$ cat config.mk
export PLATFORM = sky130hd
export DESIGN_NAME = apb3_requester_traffic_gen_flat
export DESIGN_NICKNAME = d
export VERILOG_FILES = /design/src/rtl/apb3_requester_traffic_gen_if.sv /design/src/rtl/apb3_requester_traffic_gen.sv /design/src/flat_wrapper.sv
export SDC_FILE = /design/constraint.sdc
export NUM_CORES = 1
export LEC_CHECK = 0
export ABC_AREA = 1
export BUFFER_PORTS_ARGS = -buffer_cell sky130_fd_sc_hd__buf_2
export CORE_MARGIN = 2
export CORE_UTILIZATION = 52
export DETAILED_ROUTE_END_ITERATION = 6
export PLACE_DENSITY = 0.95
export RECOVER_POWER = 50
export SYNTH_ARGS = -nofsm -noshare
export SYNTH_HDL_FRONTEND = slang
export SYNTH_SLANG_ARGS = --single-unit
$ cat constraint.sdc
create_clock -name pclk -period 3.2 [get_ports pclk]
set_input_delay 0.32 -clock pclk [delete_from_list [all_inputs] [get_ports pclk]]
set_output_delay 0.32 -clock pclk [all_outputs]
set_load 0.05 [all_outputs]
$ cat src/rtl/apb3_requester_traffic_gen_if.sv
// APB3 request/completion bundle between the traffic generator and a completer.
// Latency: none, wires only.
// Backpressure: the completer stalls the requester by holding pready low.
interface apb3_requester_traffic_gen_if #(
    parameter int AddressWidth = 32,
    parameter int DataWidth    = 32
);
    logic [AddressWidth-1:0] paddr;
    logic                    psel;
    logic                    penable;
    logic                    pwrite;
    logic [DataWidth-1:0]    pwdata;
    logic [DataWidth-1:0]    prdata;
    logic                    pready;
    logic                    pslverr;

    modport master (
        output paddr, psel, penable, pwrite, pwdata,
        input  prdata, pready, pslverr
    );

    modport slave (
        input  paddr, psel, penable, pwrite, pwdata,
        output prdata, pready, pslverr
    );
endinterface

$ cat src/rtl/apb3_requester_traffic_gen.sv
// APB3 requester: writes a seeded pattern to TransferCount words, reads them back and counts errors.
// Latency: psel rises the cycle after start is seen; each transfer is SETUP + >=1 ACCESS (+1 GAP if spaced).
// Backpressure: pready low stretches ACCESS; TimeoutCycles low cycles abort the transfer and count a timeout.
module apb3_requester_traffic_gen #(
    parameter int                    AddressWidth  = 32,
    parameter int                    DataWidth     = 32,
    parameter int                    TransferCount = 8,
    parameter logic [AddressWidth-1:0] BaseAddress = '0,
    parameter logic [31:0]           Seed          = 32'hA5A5_0000,
    parameter int unsigned           Stride        = 1,
    parameter int unsigned           TimeoutCycles = 16
) (
    input  logic                         pclk,
    input  logic                         presetn,
    input  logic                         start,
    input  logic                         back2back,
    apb3_requester_traffic_gen_if.master apb,
    output logic                         busy,
    output logic                         done,
    output logic [7:0]                   err_count,
    output logic [7:0]                   mismatch_count,
    output logic [7:0]                   timeout_count
);

    localparam int IdxW         = (TransferCount > 1) ? $clog2(TransferCount) : 1;
    localparam int ToW          = $clog2(TimeoutCycles + 1);
    localparam int BytesPerWord = DataWidth / 8;

    localparam logic [IdxW-1:0] LastIdx  = IdxW'(TransferCount - 1);
    localparam logic [ToW-1:0]  LastWait = ToW'(TimeoutCycles - 1);

    typedef enum logic [2:0] {
        ST_IDLE,
        ST_SETUP,
        ST_ACCESS,
        ST_GAP,
        ST_DONE
    } state_t;

    state_t           state, state_nxt;
    logic [IdxW-1:0]  idx, idx_nxt;
    logic             phase_rd, phase_rd_nxt;   // 0 = write phase, 1 = read-back phase
    logic             b2b, b2b_nxt;             // back2back captured at start
    logic [ToW-1:0]   wait_cnt, wait_cnt_nxt;   // consecutive pready-low ACCESS cycles
    logic             cnt_clr;
    logic             err_inc, mis_inc, to_inc;

    logic [DataWidth-1:0]    pattern;
    logic [AddressWidth-1:0] word_addr;
    logic                    in_xfer;

    // Saturating +1 used by all three event counters.
    function automatic logic [7:0] sat_inc(input logic [7:0] v, input logic en);
        return (en && (v != 8'hFF)) ? v + 8'd1 : v;
    endfunction

    // Word address and expected pattern for the current index; both wrap naturally at their width.
    always_comb begin
        pattern   = DataWidth'(Seed) + DataWidth'(idx) * DataWidth'(Stride);
        word_addr = BaseAddress + AddressWidth'(idx) * AddressWidth'(BytesPerWord);
    end

    // Bus and status outputs decode straight from state so reset clears them without waiting for a clock.
    always_comb begin
        in_xfer     = (state == ST_SETUP) || (state == ST_ACCESS);
        apb.psel    = in_xfer;
        apb.penable = (state == ST_ACCESS);
        apb.pwrite  = in_xfer && !phase_rd;
        apb.paddr   = in_xfer ? word_addr : '0;
        apb.pwdata  = (in_xfer && !phase_rd) ? pattern : '0;
        busy        = in_xfer || (state == ST_GAP);
        done        = (state == ST_DONE);
    end

    // Next state, word/phase sequencing, timeout tracking and completion checks.
    always_comb begin
        logic xfer_end;
        state_nxt    = state;
        idx_nxt      = idx;
        phase_rd_nxt = phase_rd;
        b2b_nxt      = b2b;
        wait_cnt_nxt = wait_cnt;
        cnt_clr      = 1'b0;
        err_inc      = 1'b0;
        mis_inc      = 1'b0;
        to_inc       = 1'b0;
        xfer_end     = 1'b0;

        case (state)
            ST_IDLE: begin
                if (start) begin
                    state_nxt    = ST_SETUP;
                    idx_nxt      = '0;
                    phase_rd_nxt = 1'b0;
                    b2b_nxt      = back2back;
                    cnt_clr      = 1'b1;
                end
            end

            ST_SETUP: begin
                state_nxt    = ST_ACCESS;
                wait_cnt_nxt = '0;
            end

            ST_ACCESS: begin
                if (apb.pready) begin
                    xfer_end = 1'b1;
                    if (apb.pslverr) begin
                        err_inc = 1'b1;
                    end else if (phase_rd && (apb.prdata != pattern)) begin
                        mis_inc = 1'b1;
                    end
                end else if (wait_cnt == LastWait) begin
                    // Abandon the stuck transfer; nothing was returned, so nothing is compared.
                    xfer_end = 1'b1;
                    to_inc   = 1'b1;
                end else begin
                    wait_cnt_nxt = wait_cnt + 1'b1;
                end

                if (xfer_end) begin
                    if (idx != LastIdx) begin
                        idx_nxt   = idx + 1'b1;
                        state_nxt = b2b ? ST_SETUP : ST_GAP;
                    end else if (!phase_rd) begin
                        idx_nxt      = '0;
                        phase_rd_nxt = 1'b1;
                        state_nxt    = b2b ? ST_SETUP : ST_GAP;
                    end else begin
                        state_nxt = ST_DONE;
                    end
                end
            end

            ST_GAP: begin
                state_nxt = ST_SETUP;
            end

            ST_DONE: begin
                if (!start) begin
                    state_nxt = ST_IDLE;
                end
            end

            default: begin
                state_nxt = ST_IDLE;
            end
        endcase
    end

    // Sequencer state registers.
    always_ff @(posedge pclk or negedge presetn) begin
        if (!presetn) begin
            state    <= ST_IDLE;
            idx      <= '0;
            phase_rd <= 1'b0;
            b2b      <= 1'b0;
            wait_cnt <= '0;
        end else begin
            state    <= state_nxt;
            idx      <= idx_nxt;
            phase_rd <= phase_rd_nxt;
            b2b      <= b2b_nxt;
            wait_cnt <= wait_cnt_nxt;
        end
    end

    // Event counters: cleared when a run starts, otherwise saturating.
    always_ff @(posedge pclk or negedge presetn) begin
        if (!presetn) begin
            err_count      <= 8'd0;
            mismatch_count <= 8'd0;
            timeout_count  <= 8'd0;
        end else if (cnt_clr) begin
            err_count      <= 8'd0;
            mismatch_count <= 8'd0;
            timeout_count  <= 8'd0;
        end else begin
            err_count      <= sat_inc(err_count, err_inc);
            mismatch_count <= sat_inc(mismatch_count, mis_inc);
            timeout_count  <= sat_inc(timeout_count, to_inc);
        end
    end

endmodule

$ cat src/flat_wrapper.sv
// flat-port wrapper written by rule: the top's interface ports become plain ports
module apb3_requester_traffic_gen_flat 
#(
    parameter int                    AddressWidth  = 32,
    parameter int                    DataWidth     = 32,
    parameter int                    TransferCount = 8,
    parameter logic [AddressWidth-1:0] BaseAddress = '0,
    parameter logic [31:0]           Seed          = 32'hA5A5_0000,
    parameter int unsigned           Stride        = 1,
    parameter int unsigned           TimeoutCycles = 16
)
  (pclk, presetn, start, back2back, busy, done, err_count, mismatch_count, timeout_count, apb_paddr, apb_psel, apb_penable, apb_pwrite, apb_pwdata, apb_prdata, apb_pready, apb_pslverr);
  apb3_requester_traffic_gen_if #(.AddressWidth(AddressWidth), .DataWidth(DataWidth)) apb_i ();
  input  logic pclk;
  input  logic presetn;
  input  logic start;
  input  logic back2back;
  output logic busy;
  output logic done;
  output logic [7:0] err_count;
  output logic [7:0] mismatch_count;
  output logic [7:0] timeout_count;
  output wire logic [$bits(apb_i.paddr)-1:0] apb_paddr;
  output wire logic [$bits(apb_i.psel)-1:0] apb_psel;
  output wire logic [$bits(apb_i.penable)-1:0] apb_penable;
  output wire logic [$bits(apb_i.pwrite)-1:0] apb_pwrite;
  output wire logic [$bits(apb_i.pwdata)-1:0] apb_pwdata;
  input wire logic [$bits(apb_i.prdata)-1:0] apb_prdata;
  input wire logic [$bits(apb_i.pready)-1:0] apb_pready;
  input wire logic [$bits(apb_i.pslverr)-1:0] apb_pslverr;
  assign apb_paddr = apb_i.paddr;
  assign apb_psel = apb_i.psel;
  assign apb_penable = apb_i.penable;
  assign apb_pwrite = apb_i.pwrite;
  assign apb_pwdata = apb_i.pwdata;
  assign apb_i.prdata = apb_prdata;
  assign apb_i.pready = apb_pready;
  assign apb_i.pslverr = apb_pslverr;
  apb3_requester_traffic_gen #(.AddressWidth(AddressWidth), .DataWidth(DataWidth), .TransferCount(TransferCount), .BaseAddress(BaseAddress), .Seed(Seed), .Stride(Stride), .TimeoutCycles(TimeoutCycles)) u_core (.pclk(pclk), .presetn(presetn), .start(start), .back2back(back2back), .apb(apb_i), .busy(busy), .done(done), .err_count(err_count), .mismatch_count(mismatch_count), .timeout_count(timeout_count));
endmodule
=== After elaboration in Yosys (flattened, before gate mapping) ===
Cells that the tools add are included.

* Bits in registers: 37
* Input port bits: 38
* Latch bits: 0
* Output and inout bits: 93
* Bits in writable memories: 0
* Memories: 0
* Bits in read-only memories: 0

* Shifts and indexed selects: 0
* $add $sub $neg: 6
* Multiplexer cells: 41
* Reductions and logical operators: 19
* Bitwise gates (word level): 0
* Div/mod/pow operators: 0
* Equal/unequal tests: 17
* Multiply operators: 0
* Magnitude comparators: 0

{| class="wikitable"
|+ Operator list
! operator !! count
|-
| two-way mux 8 bit || 6
|-
| adder 32 x 3 -> 32 bit (first input constant) || 1
|-
| two-way mux 32 bit || 1
|-
| inequality test 32 bit || 1
|-
| two-way mux 3 bit || 9
|-
| adder 8 x 1 -> 8 bit (second input constant) || 3
|-
| inequality test 8 bit (second input constant) || 3
|-
| two-way mux 1 bit || 17
|-
| two-way mux 5 bit || 3
|-
| one-hot mux 3 bit (5 select lines) || 1
|-
| inequality test 2 bit (second input constant) || 5
|-
| one-hot mux 5 bit (2 select lines) || 1
|-
| nonzero test 2 bit || 5
|-
| AND reduction 4 bit || 2
|-
| equality test 3 x 2 -> 1 bit (second input constant) || 2
|-
| inequality test 3 bit (second input constant) || 2
|-
| one-hot mux 3 bit (2 select lines) || 1
|-
| AND reduction 3 bit || 2
|-
| adder 5 x 1 -> 5 bit (second input constant) || 1
|-
| equality test 5 x 4 -> 1 bit (second input constant) || 1
|-
| logical AND 1 bit || 5
|-
| adder 3 x 1 -> 3 bit (second input constant) || 1
|-
| equality test 3 x 1 -> 1 bit (second input constant) || 1
|-
| equality test 3 bit (second input constant) || 1
|-
| other kinds (7) || 8
|}

=== Logic depth before layout (Yosys ltp) ===
Gate-level depths: netlist (run 1).

* Word-level depth: 10
* Gate-level depth with buffers: 11
* Gate-level depth less buffers: 11

=== Least setup slack after synthesis (run 1) ===
OpenSTA, ideal clock, no wires.

* Path type: register -> output
* Start point: reg u_core.state[1]
* End point: out apb_pwdata[0]
* Arrival: 2.231 ns
* Slack: 0.649 ns
* Data required time: 2.880 ns
* Cell stages (with the launch flop): 8
* Path through: dfrtp_1 > nor3_2 > inv_2 > nand2_2 > inv_2 > nor2_4 > inv_2 > nor2_1

* Cells in the longest elaborated chain, start to end: 4

{| class="wikitable"
|+ Ends and longest elaborated chain
! element !! RTL line !! text
|-
| from (decl) || apb3_requester_traffic_gen.sv:40 || <nowiki>state_t state, state_nxt;</nowiki>
|-
| from (signal assigned) || apb3_requester_traffic_gen.sv:160 || <nowiki>state <= state_nxt;</nowiki>
|-
| equality test 3 x 1 -> 1 bit / equality test 3 x 2 -> 1 bit (equally long branches) || apb3_requester_traffic_gen.sv:65 || <nowiki>in_xfer = (state == ST_SETUP) || (state == ST_ACCESS);</nowiki>
|-
| logical OR 1 bit * || apb3_requester_traffic_gen.sv:65 ||
|-
| via apb_psel || flat_wrapper.sv:24 || <nowiki>output wire logic [$bits(apb_i.psel)-1:0] apb_psel;</nowiki>
|-
| logical AND 1 bit * || - ||
|-
| via apb_pwrite || flat_wrapper.sv:26 || <nowiki>output wire logic [$bits(apb_i.pwrite)-1:0] apb_pwrite;</nowiki>
|-
| two-way mux 32 bit * || apb3_requester_traffic_gen.sv:70 || <nowiki>apb.pwdata = (in_xfer && !phase_rd) ? pattern : '0;</nowiki>
|-
| to (decl) || flat_wrapper.sv:27 || <nowiki>output wire logic [$bits(apb_i.pwdata)-1:0] apb_pwdata;</nowiki>
|}

The timed path passes the listed nets; every way through them passes the cells marked *.

=== Worst setup path after layout (run 1) ===
* Start point: reg u_core.state[1]
* End point: out apb_pwdata[1]

* Cells in the longest elaborated chain, start to end: 4

{| class="wikitable"
|+ Ends and longest elaborated chain
! element !! RTL line
|-
| equality test 3 x 1 -> 1 bit / equality test 3 x 2 -> 1 bit (equally long branches) || apb3_requester_traffic_gen.sv:65
|-
| logical OR 1 bit * || apb3_requester_traffic_gen.sv:65
|-
| logical AND 1 bit * || apb3_requester_traffic_gen.sv:70
|-
| two-way mux 32 bit * || apb3_requester_traffic_gen.sv:70
|}

Mark *: on every way between the ends. The rest lies on a longest branch, timed or not.

==> results of run 1 <==
[area by class of cell]
cell class	instances	area share, %
Multi-Input combinational cell	282	47.2
Sequential cell	37	28.7
Timing Repair Buffer	81	11.8
Inverter	58	6.91
Tap cell	72	2.80
Clock buffer	6	2.25
Clock inverter	2	0.311
[power by group]
group	internal (µW)	switching [µW]
combinational	221	966
sequential	515	59.1
clock	151	165
total	888	1190
[how the worst max path moves through the flow]
stage          cells after the start                   endpoint  slack (ns)
3_5_place_dp                       7  u_core.idx[0]$_DFFE_PN0P_        1.26
3_3_place_gp                       7  u_core.idx[2]$_DFFE_PN0P_        1.33
5_1_grt                            8              apb_pwdata[0]        0.88
6_report                           8              apb_pwdata[1]        1.02
2_1_floorplan                      7              apb_pwdata[0]        0.65
4_1_cts                            8              apb_pwdata[1]         1.0
[state kept, by name, indices dropped and copies added (netlist names)]
signal,count
u_core.b2b,1
u_core.err_count,8
u_core.idx,3
u_core.mismatch_count,8
u_core.phase_rd,1
u_core.state,3
u_core.timeout_count,8
u_core.wait_cnt,5
[logic make-up after synthesis]
kind of cell	share of synthesized area [%]
buffers and inverters	23.6
DFF	31.3
other	0.127
AOI/OAI and AO/OA	4.94
and+or+nand+nor	32.7
adders and majority gates	2.96
xor gates and xnor gates	4.43
[layer usage]
metal | GRT usage [%] | wire, µm | vias up
met1 | 23.6 | 2380 | 1184
met2 | 35.5 | 3180 | 103
li1 | - | - | 1276
met3 | 3.17 | 445 | 4
met4 | 5.00 | 44 | 0
met5 | 0 | 0 | -
[cells in the final DEF, fill, tap and decap left out, drive strengths merged]
master  count
o22ai       2
nor2       42
xnor2       2
conb       50
inv        57
buf        59
xor2       13
o21bai      1
ha          7
nor3        5
nand3      42
o21ai      15
nand4      13
a21oi       5
nand2      83
a21o        2
clkbuf     28
dfrtp      37
clkinv      3
[worst register-to-register path, cell delays in order (launching register included)]
cell and delay [ns]:
sky130_fd_sc_hd__dfrtp_1 0.45, sky130_fd_sc_hd__nor2_2 0.18, sky130_fd_sc_hd__nand3_1 0.49, sky130_fd_sc_hd__inv_1 0.40
sky130_fd_sc_hd__o21ai_2 0.12, sky130_fd_sc_hd__inv_2 0.10, sky130_fd_sc_hd__nand3_1 0.08, sky130_fd_sc_hd__o21ai_1 0.07
[per-stage QoR]
stage                     total power [µW]  worst slack [ns]  std cells
final                                 2080              1.02        538
after global routing                  2190             0.877        538
after CTS                             2090             0.997        538
after detailed placement              1770              1.26        530
after global placement                1750              1.33        530
after floorplan                       1720             0.649        439
==> parameters.txt, run 1 <==
Parameter                              Value

Synthesis
  Dominant register cell in the synthesized netlist ... sky130_fd_sc_hd__dfrtp_1
  Synthesized flop and latch total ... 37
  Netlist Area Pre-Place ... about 3000 µm²
  Cell types with the largest area share after synthesis ... sky130_fd_sc_hd__dfrtp_1 (31%), sky130_fd_sc_hd__buf_4 (15%), sky130_fd_sc_hd__nand2_1 (9.4%)
  Post-synth EDFFs ... 0
  Cell count after synthesis ... 390
  Post-synth ARST share ... 100%
  Cell accounting for the most synthesized area ... sky130_fd_sc_hd__dfrtp_1
  Synth Warn # ... 0
  Mapped Avg Cell Area ... 7.60 µm²
  Register area share after synthesis ... a little under a third
  Number of unique standard cell types used by synthesis ... 32
  Most numerous cell types in the synthesized netlist ... sky130_fd_sc_hd__nand2_1 (74), sky130_fd_sc_hd__buf_4 (60), sky130_fd_sc_hd__inv_1 (43)
  Most frequent cell after synthesis ... sky130_fd_sc_hd__nand2_1
  Share of Yosys cell area claimed by the top area cell type ... 31.3%

Clocking
  Clock transition time at the flip-flop clock pins of the worst setup and hold paths ... about 0.070 ns
  Clock Sink Count ... 37
  Deepest level of the CTS H-tree ... 2
  Number of buffers between clock root and the deepest sink ... 2
  Source-to-sink clock delay at the later pin of the worst-skew pair ... 0.29 ns
  Number of hold buffers added after cts ... 0
  Library cell used as clock root buffer ... sky130_fd_sc_hd__clkbuf_8
  Clock tree from TritonCTS ... yes
  Resized cells post-CTS ... 0
  Inserted Clock Buffers ... 5
  Total setup buffers inserted after CTS ... 0

Route
  Drt initial violations ... between 150 and 200
  Final routed wire length divided by cell count ... 11.2 µm
  Remaining routing DRC violations ... 0
  Total detailed-routing wirelength ... 6050 µm
  Avg Vias per Cell ... 4.77
  Remaining antenna violation count after routing ... 0
  Via count ... about 2600
  First drt pass iteration count ... 4

Global route
  Pin count of the biggest net entering global routing ... 38
  Vias in the first global route ... 2322
  Total global-route track usage ... 19.4%
  Initial antenna violation count ... 0
  Global-route wire length before repair ... around 10000 µm
  Remaining global-route overflow ... 0

Critical path
  Delay of the slowest critical-path stage ... about 0.45 ns
  Data arrival at the endpoint of the critical path ... between 1.5 and 2 ns
  Crit. End Element ... output pin
  Category of the most critical setup path ... reg -> out
  Worst-path cell chain ... nor3_2 -> inv_2 -> nand2_2 -> inv_2 -> nor2_4 -> inv_2 -> nor2_1 -> buf_2
  Slowest stage cell, crit path ... sky130_fd_sc_hd__dfrtp_1
  Setup crit start ... u_core.state[1]$_DFFE_PN0P_
  Family with the most delay on the worst path ... simple AND/OR/NAND/NOR gates
  Worst Path Max Fanout ... 10
  Crit path top cell by count ... sky130_fd_sc_hd__inv_2
  Data required time at the worst endpoint ... 2.88 ns
  Reg-to-reg slack, setup ... around 1.2 ns
  Reg-to-reg critical path endpoint ... u_core.idx[0]$_DFFE_PN0P_
  Worst reg2reg path startpoint ... u_core.state[1]$_DFFE_PN0P_
  Buffering stage count on the worst path with inverters included ... 4
  Depth of the most critical reg-to-reg path ... 7
  Startpoint Class ... flip-flop

Timing
  Post-Route Setup TNS ... 0 ns
  Normalized max-slew margin ... -30.3%
  Worst Skew ... approximately 0.0075 ns
  Period utilization ... 68.3%
  Worst Max-Slew Pin Slew ... 1.95 ns
  Maximum clock frequency ... 0.458 GHz
  Pins Over Slew Limit ... 38
  Min Clock Period, post-route ... around 2.2 ns
  Number of failing hold endpoints at the final stage ... 0
  Number of setup violations in the final report ... 0
  Worst hold-check slack ... 0.251 ns
  Setup repair after global routing missed its margin ... false

Hold path
  Cell count of the worst hold path ... 3
  Hold crit path type ... in -> reg
  Worst Hold Launch ... back2back
  Capture endpoint of the worst hold path ... u_core.b2b$_DFFE_PN0P_

Layout
  Fillers ... a little over 500
  Storage element area ... 926 µm²
  Ratio of cells with drive above 1 in the final layout ... approximately 25%
  Layout Nets ... 510
  Area taken by multi-input logic gates ... 1520 µm²
  Cell area after layout ... 3220 µm²
  Antenna fix cells ... 0
  Final design utilization ... 58.5%
  Growth of design area from synthesis to finish ... 8.78%

Pwr
  Peak ir drop on the vdd network ... around 540 µV
  P_leak ... 0.00181 µW
  Total power divided by cell area ... roughly 640 nW/µm²

Floorplan
  Number of cell rows ... 27
  Initial cell density of the core ... a little over half
  Chip Height ... 79.5 µm
  Number of placed I/O pins ... 131
  Overall die area ... 6320 µm²
  Placeable Area ... 5510 µm²
  Die span in x ... 79.5 µm

Place
  DP Wirelength ... 4800 µm
  Instance area at placement ... 3170 µm²
  Port buffer count ... 80
  Last weighted congestion value of the routability-driven placer ... 0.852

Job
  Reported max-cap violation count ... 1

Status
  Violations in the final reports ... max-capacitance violations, max-slew violations
  Outcome ... finished with violations
Note: power is estimated with default switching activity, not from simulation.
==> run 2: changes to the inputs <==
- CORE_UTILIZATION: 52 -> 44
- PLACE_DENSITY: 0.95 -> 0.89
- clock period: 3.2 -> 1.9 ns (I/O delays scaled with it)
==> run 2 against run 1 <==
The run now ends clean. Clock skew is 0.0034 ns lower. Sequential share of layout area shrank 1.1 points. First-iteration DRC count down 35%. Worst hold slack got worse by 0.20 ns. Final cell count increased by 2.0%. Power up 80%. Clock-buffer cell count grew 2. Combinational power increased by 90%. Non-clock buffer count up 5. Largest power group unchanged.
==> parameters.txt, run 2 (synthesis results as in run 1) <==
Parameter                              Value

Status
  Outcome ... complete, no violations (was finished with violations)

Timing
  Number of failing hold endpoints at the final stage ... 0 (unchanged)
  Pins Over Slew Limit ... 0 (was 38)
  Worst Max-Slew Pin Slew ... 0.940 ns (was 1.95 ns)
  Maximum clock frequency ... about 0.55 GHz
  Worst setup slack after layout ... 0.0659 ns (was 1.02 ns)
  Min Clock Period, post-route ... between 1.5 and 2 ns
  Period utilization ... 96.5%
  Worst Skew ... 0.00405 ns (was 0.00745 ns)
  Normalized max-slew margin ... 37.4% (was -30.3%)
  Worst hold-check slack ... 0.0486 ns (was 0.251 ns)
  Setup repair after global routing missed its margin ... true (was false)
  Number of setup violations in the final report ... 0 (unchanged)

Clocking
  Clock tree from TritonCTS ... yes (unchanged)
  Clock transition time at the flip-flop clock pins of the worst setup and hold paths ... 0.07 ns (about the same)
  Number of buffers between clock root and the deepest sink ... 2 (unchanged)
  Number of hold buffers added after cts ... 0 (unchanged)
  Inserted Clock Buffers ... 5 (unchanged)
  Clock Sink Count ... 37 (unchanged)
  Deepest level of the CTS H-tree ... 2 (unchanged)
  Library cell used as clock root buffer ... sky130_fd_sc_hd__clkbuf_8 (unchanged)
  Source-to-sink clock delay at the later pin of the worst-skew pair ... 0.28 ns (was 0.29 ns)

Route
  Total detailed-routing wirelength ... 6390 µm (was 6050 µm)
  Remaining antenna violation count after routing ... 0 (unchanged)
  Avg Vias per Cell ... 4.72 (was 4.77)
  Final routed wire length divided by cell count ... 11.6 µm (was 11.2 µm)
  First drt pass iteration count ... 4 (unchanged)
  Via count ... 2593 (was 2567)
  Drt initial violations ... 123 (was 188)
  Remaining routing DRC violations ... 0 (unchanged)

Floorplan
  Number of cell rows ... 29 (was 27)
  Number of placed I/O pins ... 131 (unchanged)
  Die span in x ... 86.1 µm (was 79.5 µm)
  Chip Height ... 86.1 µm (was 79.5 µm)
  Placeable Area ... 6420 µm² (was 5510 µm²)
  Overall die area ... 7410 µm² (was 6320 µm²)
  Initial cell density of the core ... 46.1% (was 53.8%)

Layout
  Number of standard cells in the layout, taps in and fillers out ... 549 (was 538)
  Ratio of cells with drive above 1 in the final layout ... 27.8% (was 24.7%)
  Antenna fix cells ... 0 (unchanged)
  Commonest non-fill, non-tap cells in the layout ... sky130_fd_sc_hd__nand2_1 (74), sky130_fd_sc_hd__buf_2 (59), sky130_fd_sc_hd__conb_1 (50), sky130_fd_sc_hd__inv_1 (43), sky130_fd_sc_hd__dfrtp_1 (36) (was sky130_fd_sc_hd__nand2_1 (74), sky130_fd_sc_hd__buf_2 (58), sky130_fd_sc_hd__conb_1 (50), sky130_fd_sc_hd__inv_1 (43), sky130_fd_sc_hd__dfrtp_1 (37))
  Growth of design area from synthesis to finish ... 13.4% (was 8.78%)
  Layout Nets ... 516 (was 510)
  Cell area after layout ... 3360 µm² (was 3220 µm²)
  Most common library cell in the layout ignoring fill and taps ... sky130_fd_sc_hd__nand2_1 (unchanged)
  Registers with the highest flip-flop counts ... u_core.err_count: 8 flops, u_core.mismatch_count: 8 flops, u_core.timeout_count: 8 flops (unchanged)

Hold path
  Hold crit path type ... in -> async (was in -> reg)

Job
  Reported max-cap violation count ... 0 (was 1)

Critical path
  Category of the most critical setup path ... reg -> out (unchanged)
  Startpoint Class ... flip-flop (unchanged)
  Data arrival at the endpoint of the critical path ... 1.64 ns (was 1.86 ns)
  Worst Path Max Fanout ... 5 (was 10)
  Crit. End Element ... output pin (unchanged)
  Delay of the slowest critical-path stage ... 0.37 ns (was 0.45 ns)
  Reg-to-reg critical path endpoint ... u_core.idx[2]$_DFFE_PN0P_ (was u_core.idx[0]$_DFFE_PN0P_)
  Worst-path cell chain ... inv_2 -> nor3_4 -> inv_2 -> nand2_8 -> inv_6 -> nor2_4 -> inv_4 -> nor2_4 -> buf_6 (was nor3_2 -> inv_2 -> nand2_2 -> inv_2 -> nor2_4 -> inv_2 -> nor2_1 -> buf_2)
  Data required time at the worst endpoint ... 1.71 ns (was 2.88 ns)
  Depth of the most critical reg-to-reg path ... 10 (was 7)
  Reg-to-reg slack, setup ... 0.11 ns (was 1.24 ns)
  Worst reg2reg path startpoint ... u_core.wait_cnt[0]$_DFFE_PN0P_ (was u_core.state[1]$_DFFE_PN0P_)
  Slowest stage cell, crit path ... sky130_fd_sc_hd__dfrtp_1 (unchanged)

Place
  Last weighted congestion value of the routability-driven placer ... 0.848 (was 0.852)
  Port buffer count ... 80 (unchanged)
  Placed cell count ... 536 (was 530)
  Worst setup timing slack at the placement stage ... 0.0593 ns (was 1.26 ns)
  Instance area at placement ... 3230 µm² (was 3170 µm²)
  DP Wirelength ... 4950 µm (was 4800 µm)

Global route
  Total global-route track usage ... 17.2% (was 19.4%)
  Global-route wire length before repair ... 10300 µm (was 10000 µm)
  Pin count of the biggest net entering global routing ... 38 (unchanged)
  Vias in the first global route ... 2317 (was 2322)
  Initial antenna violation count ... 0 (unchanged)
  Remaining global-route overflow ... 0 (unchanged)

Pwr
  Total power divided by cell area ... 1120 nW/µm² (was 645 nW/µm²)
  Peak ir drop on the vdd network ... 663 µV (was 541 µV)
  Total Power Consumption ... 3750 µW (was 2080 µW)
  P_leak ... 0.00187 µW (was 0.00181 µW)
==> run 2: changes by cell type in the layout (fill, tap and decap cells not counted), sizes merged <==
cell / delta
buf: +9
clkbuf: -2
clkinv: -2
nor2: +1
==> run 2: power by group <==
group,switching [µW],leakage [µW],internal (µW),total [µW]
registers,97.8,0.000508,868,966
clock network,266,0.0000395,261,527
logic,1740,0.00132,511,2260
==> run 2: through the flow <==
stage,setup TNS (ns),util [%]
floorplan,-0.0981,-
global placement,0,50.3
detailed placement,0,50.3
CTS,0,52.1
global route,-0.298,52.3
finish,0,52.3
==> run 2: area by class of cell <==
type                       count  area [µm²]
clock buffer                   8        80.1
fill                         616        3060
inverter                      58         230
multi-input combinational    283        1570
sequential                    37         927
tap                           77        96.3
timing repair buffer          86         454
==> run 2: critical path, delay by kind of cell, from the launching register on <==
kind	cells	cell delay (ns)
and+or+nand+nor	4	0.55
DFF	1	0.37
buffers and inverters	5	0.44
==> run 2: worst max-delay path by stage <==
stage	start	to	slack [ns]	cells past startpoint
after floorplan	u_core.state[0]$_DFFE_PN0P_	apb_pwdata[0]	-0.05	8
after global placement	u_core.wait_cnt[0]$_DFFE_PN0P_	u_core.idx[1]$_DFFE_PN0P_	0.18	10
after detailed placement	u_core.wait_cnt[0]$_DFFE_PN0P_	u_core.idx[0]$_DFFE_PN0P_	0.06	10
after CTS	u_core.state[2]$_DFFE_PN0P_	apb_pwdata[0]	0.05	8
after global routing	u_core.state[0]$_DFFE_PN0P_	apb_pwdata[1]	-0.04	9
final	u_core.state[0]$_DFFE_PN0P_	apb_pwdata[2]	0.07	9
==> run 2: layer usage <==
metal  vias to the layer above  GRT usage (%)  share of wire [%]
li1                       1279              -                  -
met4                         0           3.32               0.34
met2                       119           32.4                 53
met3                         2           3.46                7.3
met1                      1193           20.0                 39
met5                         -              0                  0
==> run 2: repair_timing <==
| item | 4_1_cts | 5_1_grt |
|---|---|---|
| pin swaps | 2 | 4 |
| setup buffers | 2 | 2 |
| setup endpoints to repair | 12 | 17 |
| gates resized for setup | 5 | 6 |
| endpoints found under the hold margin | 0 | 0 |
| gates cloned | 1 | 0 |
